==> src/rtl/fifo_stream_reader.sv <==
// -----------------------------------------------------------------------------
// fifo_stream_reader
//
// Read-side master for the synchronous FIFO. Issues FIFO reads, absorbs the
// FIFO's one-cycle registered read latency in a small skid buffer, and presents
// the words as a valid/ready stream with no bubbles and no data loss.
//
// Ports
//   clk_i         clock shared with the FIFO and the sink
//   rst_n_i       asynchronous active-low reset
//   enable_i      1 = new FIFO reads may be issued; buffered words always drain
//   flush_i       synchronous discard of buffered and in-flight words
//   fifo_empty_i  FIFO empty flag
//   fifo_rdata_i  FIFO read data, valid the cycle after an accepted read
//   fifo_rd_en_o  FIFO read enable (combinational, includes m_ready_i)
//   m_data_o      stream data (head of the skid buffer)
//   m_valid_o     stream valid
//   m_ready_i     stream ready from the sink
//   xfer_cnt_o    number of completed stream handshakes (wraps)
//   level_o       skid buffer occupancy
// -----------------------------------------------------------------------------
module fifo_stream_reader #(
    parameter int WIDTH      = 32,
    parameter int SKID_DEPTH = 2,
    parameter int CNT_W      = 16
) (
    input  logic                          clk_i,
    input  logic                          rst_n_i,
    input  logic                          enable_i,
    input  logic                          flush_i,
    input  logic                          fifo_empty_i,
    input  logic [WIDTH-1:0]              fifo_rdata_i,
    output logic                          fifo_rd_en_o,
    output logic [WIDTH-1:0]              m_data_o,
    output logic                          m_valid_o,
    input  logic                          m_ready_i,
    output logic [CNT_W-1:0]              xfer_cnt_o,
    output logic [$clog2(SKID_DEPTH):0]   level_o
);

    localparam int LVL_W = $clog2(SKID_DEPTH) + 1;
    localparam int PTR_W = $clog2(SKID_DEPTH);
    localparam logic [LVL_W:0]   DEPTH_CMP = (LVL_W + 1)'(SKID_DEPTH);
    localparam logic [PTR_W-1:0] LAST_PTR  = PTR_W'(SKID_DEPTH - 1);

    logic [WIDTH-1:0] mem_reg [SKID_DEPTH];
    logic [PTR_W-1:0] head_reg, head_next;
    logic [PTR_W-1:0] tail_reg, tail_next;
    logic [LVL_W-1:0] level_reg, level_next;
    logic             valid_reg;
    logic             inflight_reg;
    logic [CNT_W-1:0] cnt_reg;

    logic             pop;
    logic             capture;
    logic [LVL_W:0]   committed;
    logic             rd_en;

    function automatic logic [PTR_W-1:0] ptr_inc(input logic [PTR_W-1:0] p);
        return (p == LAST_PTR) ? '0 : p + 1'b1;
    endfunction

    assign pop     = valid_reg & m_ready_i;
    // inflight_reg means fifo_rdata_i carries a real word this cycle.
    assign capture = inflight_reg & ~flush_i;

    // Slots already spoken for once this cycle's pop (if any) is taken out.
    // The m_ready_i dependency here is what allows one word per cycle.
    assign committed = {1'b0, level_reg}
                     + (LVL_W + 1)'(inflight_reg)
                     - (LVL_W + 1)'(pop);

    // rst_n_i is folded in so no read can be issued while held in reset.
    assign rd_en = rst_n_i & enable_i & ~flush_i & ~fifo_empty_i
                 & (committed < DEPTH_CMP);

    always_comb begin
        head_next  = head_reg;
        tail_next  = tail_reg;
        level_next = level_reg;
        if (flush_i) begin
            head_next  = '0;
            tail_next  = '0;
            level_next = '0;
        end else begin
            if (pop)
                head_next = ptr_inc(head_reg);
            if (capture)
                tail_next = ptr_inc(tail_reg);
            level_next = level_reg + LVL_W'(capture) - LVL_W'(pop);
        end
    end

    always_ff @(posedge clk_i or negedge rst_n_i) begin
        if (!rst_n_i) begin
            head_reg     <= '0;
            tail_reg     <= '0;
            level_reg    <= '0;
            valid_reg    <= 1'b0;
            inflight_reg <= 1'b0;
            cnt_reg      <= '0;
        end else begin
            head_reg     <= head_next;
            tail_reg     <= tail_next;
            level_reg    <= level_next;
            // Registered copy of (level != 0) so the valid output is a flop.
            valid_reg    <= (level_next != '0);
            inflight_reg <= rd_en;
            // A pop in a flush cycle still completes, so it is counted.
            if (pop)
                cnt_reg <= cnt_reg + 1'b1;
        end
    end

    genvar gi;
    generate
        for (gi = 0; gi < SKID_DEPTH; gi++) begin : g_entry
            always_ff @(posedge clk_i or negedge rst_n_i) begin
                if (!rst_n_i)
                    mem_reg[gi] <= '0;
                else if (capture && (tail_reg == PTR_W'(gi)))
                    mem_reg[gi] <= fifo_rdata_i;
            end
        end
    endgenerate

    assign fifo_rd_en_o = rd_en;
    assign m_data_o     = mem_reg[head_reg];
    assign m_valid_o    = valid_reg;
    assign xfer_cnt_o   = cnt_reg;
    assign level_o      = level_reg;

endmodule
==> config.mk <==
export PLATFORM = sky130hd
export DESIGN_NAME = fifo_stream_reader
export DESIGN_NICKNAME = d
export VERILOG_FILES = /design/src/rtl/fifo_stream_reader.sv
export SDC_FILE = /design/constraint.sdc
export NUM_CORES = 1
export LEC_CHECK = 0
export ABC_CLOCK_PERIOD_IN_PS = 1730
export CELL_PAD_IN_SITES_DETAIL_PLACEMENT = 1
export CELL_PAD_IN_SITES_GLOBAL_PLACEMENT = 1
export CORE_MARGIN = 2
export CORE_UTILIZATION = 25
export CTS_BUF_LIST = sky130_fd_sc_hd__clkbuf_2 sky130_fd_sc_hd__clkbuf_4 sky130_fd_sc_hd__clkbuf_8
export DETAILED_ROUTE_END_ITERATION = 6
export GPL_ROUTABILITY_DRIVEN = 0
export HOLD_SLACK_MARGIN = 0.03
export PLACE_DENSITY = 0.56
export SLEW_MARGIN = 40
export SYNTH_ARGS = -nofsm -noshare
export SYNTH_HDL_FRONTEND = slang
export SYNTH_SLANG_ARGS = --single-unit
==> constraint.sdc <==
create_clock -name clk_i -period 1.73 [get_ports clk_i]
set_input_delay 0.173 -clock clk_i [delete_from_list [all_inputs] [get_ports clk_i]]
set_output_delay 0.173 -clock clk_i [all_outputs]
set_load 0.05 [all_outputs]
==> metrics.md <==
| Metric | Value |
|---|---|
| Result of the run | `finished, violations left` |
| Violations in the final reports | `negative setup slack` |
| Critical path data required time | `1.56 ns` |
| Number of detailed-route iterations in the first pass | `4` |
| Setup TNS after final layout | `-0.5925 ns` |
| Post-synthesis cell area | `3789 sq um` |
| Post-Synthesis Mean Instance Area | `14.52 sq um` |
| Flip-flop and latch area | `2155 sq um` |
| Total CTS buffers | `9` |
| Initial Utilization | `25.87%` |
| First-pass GRT wire length | `14310 microns` |
| Overflow left after global routing | `0` |
| Die Y-Extent | `127.1 microns` |
| Beginning of the critical path | `m_valid_o$_DFF_PN0_` |
| Hold Violations, Final | `0` |
| Classification of the worst setup path | `register to output pin` |
| Per-cell via count in the routed design | `4.392` |
| Multiplexer share of the synthesized area | `28.53%` |
| Cell Count Post-Placement | `543` |
| Clock tree from TritonCTS | `built` |
| Critical path peak fanout | `3` |
| Post-Synthesis Cells | `261` |
| Core area | `14640 sq um` |
| Clock-pin slew on the worst setup and hold paths | `0.08 ns` |
| Final setup skew | `0.008919 ns` |
| Setup repair after global routing missed its margin | `yes` |
| Number of buffers on the longest clock path | `2` |
| Net count of the mapped netlist | `303` |
| Crit path max-delay cell type | `fa_1` |
| Number of antenna violations at the first check in global routing | `0` |
| Number of diodes | `0` |
| Shortest period the worst path allows | `2.235 ns` |
| Top library cells by usage in the layout, fill and taps aside | `mux2_2 (92), dfrtp_1 (84), clkdlybuf4s50_1 (36)` |
| Crit. End Element | `output pin` |
| Family of cells with the greatest summed delay on the critical path | `simple AND/OR/NAND/NOR gates` |
| Sequential element share of the synthesized area | `56.80%` |
| Category of the worst setup path launch point | `register` |
| Pin count of the biggest net entering global routing | `87` |
| Root buffer selected by CTS | `clkbuf_8` |
| Fraction of the mapped netlist area in compound gates | `0.1321%` |
| Placed Instance Area | `4950 sq um` |
| Area of combinational cells with multiple inputs | `1600 sq um` |
| Remaining routing DRC violations | `0` |
| TritonCTS Sinks | `86` |
| Final Setup Violations | `3` |
| Headroom to the max-slew limit | `67.21%` |
| GR Util All Layers | `11.58%` |
| Largest family of logic cells by synthesized area | `multiplexers` |
| FP Rows | `44` |
| Share of cells above drive strength 1 | `52.88%` |
| Area share of fa/ha/maj cells after synthesis | `1.519%` |
| Number of maximum-capacitance constraint violations | `0` |
| Leakage component of the power | `0.002567 uW` |
| Die footprint | `16160 sq um` |
| Growth of design area from synthesis to finish | `44.25%` |
| H-tree level count | `3` |
| Simple-gate share of the synthesized area | `6.110%` |
| Final non-filler cell total | `566` |
| Highest attainable clock frequency | `447.4 MHz` |
| Final worst-path setup slack | `-0.5052 ns` |
| Hold Path Class | `input port to asynchronous set/reset pin` |
| Clock network latency to the later pin of the worst-skew pair | `0.37 ns` |
| Total power density per cell area | `1624 nW/um^2` |
| Final design utilization | `37.32%` |
| Initial DRC Count | `84` |
| Delay contributed by the slowest stage of the critical path | `0.48 ns` |
| Ys Warns | `0` |
| Antenna Nets Post-Route | `0` |
| Worst path arrival time | `2.06 ns` |
| Reg2Reg Launch Point | `m_valid_o$_DFF_PN0_` |
| Number of storage elements in the synthesis netlist | `86` |
| Hpwl dp | `5946 microns` |
| Buffering stage count on the worst path with inverters included | `1` |
| Power Total | `8878 uW` |
| Ports placed on the boundary | `90` |
| Post-Synth XOR/XNOR Area | `4.624%` |
| Number of max-slew violations in the final report | `0` |
| Net total in the final layout | `419` |
| Drt total wl | `8995 microns` |
| Number of flip-flops in the largest register | `64` |
| Final non-filler cell area | `5465 sq um` |
| Most frequent standard cell in the layout excluding fill and tap cells | `mux2_2` |
| Wire per inst | `15.89 microns` |
| Number of I/O port buffers | `89` |
| Via count | `2486` |
| Slew at the pin closest to its max-slew limit | `0.4937 ns` |
| Largest voltage drop on the vdd net | `689.6 uV` |
| Number of filler cells placed in the layout | `1551` |
| Number of global-route vias before repair | `2762` |
| Library cells used by synthesis | `30` |
| Die width | `127.1 microns` |
| CP Cell Sequence | `nand2_4, and2_4, o21ai_2, fa_1, nand4b_1, nor3_4, buf_12` |
| Final Cycle Share | `129.2%` |
==> Yosys cell counts <==
library cell	n	share of area [%]
and2_1	1	0.17
nor2_1	6	0.59
buf_2	3	0.40
xor2_1	5	1.2
nor2_4	1	0.30
mux2_1	2	0.59
inv_1	3	0.30
nor3_2	1	0.26
clkbuf_1	1	0.099
nor2_2	1	0.17
nand3_1	3	0.40
nor2b_1	1	0.17
nor3_1	2	0.26
xnor2_1	15	3.5
nand4b_1	1	0.23
ha_1	3	0.99
or2_2	2	0.33
nand3_2	1	0.26
or3_4	1	0.30
mux2_2	94	28
nand2b_2	1	0.23
buf_4	3	0.59
fa_1	1	0.53
buf_6	3	0.89
nand4_1	4	0.66
nand2_1	11	1.1
o21ai_0	1	0.13
and3_1	3	0.50
dfrtp_1	86	57
nand3b_1	1	0.20
==> worst reg2reg max path: stages (launching register included) <==
cell     delay [ns]
dfrtp_2        0.43
nand2_4        0.08
buf_4          0.12
inv_1          0.05
ha_1           0.28
inv_1          0.07
ha_2           0.26
nor2b_4        0.12
or2_2          0.28
==> through the flow <==
step                      setup WS [ns]  hold slack (ns)
after detailed placement        -0.4830           0.2905
after global routing            -0.6313           0.4159
final                           -0.5052           0.4359
after CTS                       -0.5640           0.3982
after global placement          -0.4838           0.2926
after floorplan                 -0.4555          -0.1226
==> per-layer routing <==
metal	global-route usage (%)	vias to the layer above	routed length, microns
li1	-	1143	-
met1	13.91	1266	3980
met2	19.42	65	4439
met3	3.811	12	447
met4	4.266	0	128
met5	0	-	0
==> report_power, final <==
group          internal [uW]  switching (uW)
sequential              2510             277
combinational           1900            2480
clock                   1010             705
total                   5410            3460
==> cell families (layout without fill, tap and decap cells) <==
group                    count (synthesis)  after routing
multiplexers                            96             96
flip-flops                              86             86
AND/OR/NAND/NOR                         41             41
XOR/XNOR                                20             20
buffers and inverters                   13            134
adder cells (fa/ha/maj)                  4              4
AO/OA/AOI/OAI                            1              1
==> layout make-up <==
class                      instances  area share [%]
sequential                        86           39.42
timing repair buffer             115           22.46
inverter                           3          0.2060
multi-input combinational        162           29.28
clock buffer                      12           2.679
clock inverter                     4           1.740
tap                              184           4.212
==> what timing repair did <==
item / 4_1_cts / 5_1_grt
pin swaps: 5 / 2
buffers inserted: 1 / 4
hold endpoints to repair: 86 / 0
setup endpoints to repair: 23 / 34
gates cloned: 0 / 3
hold buffers: 1 / 0
resized for setup: 26 / 19
==> worst paths after layout <==
kind	to	depth (start not counted)	slack, ns
worst max register to register	m_valid_o$_DFF_PN0_	8	-0.08
worst min register to register	xfer_cnt_o[15]$_DFFE_PN0P_	1	0.47
worst min-delay path	xfer_cnt_o[2]$_DFFE_PN0P_	3	0.44
min in group clk_i	mem_reg[21]$_DFFE_PN0P_	2	0.44
worst max-delay path	fifo_rd_en_o	7	-0.51
max in group asynchronous	mem_reg[49]$_DFFE_PN0P_	3	0.94
(Power assumes the default switching activity.)
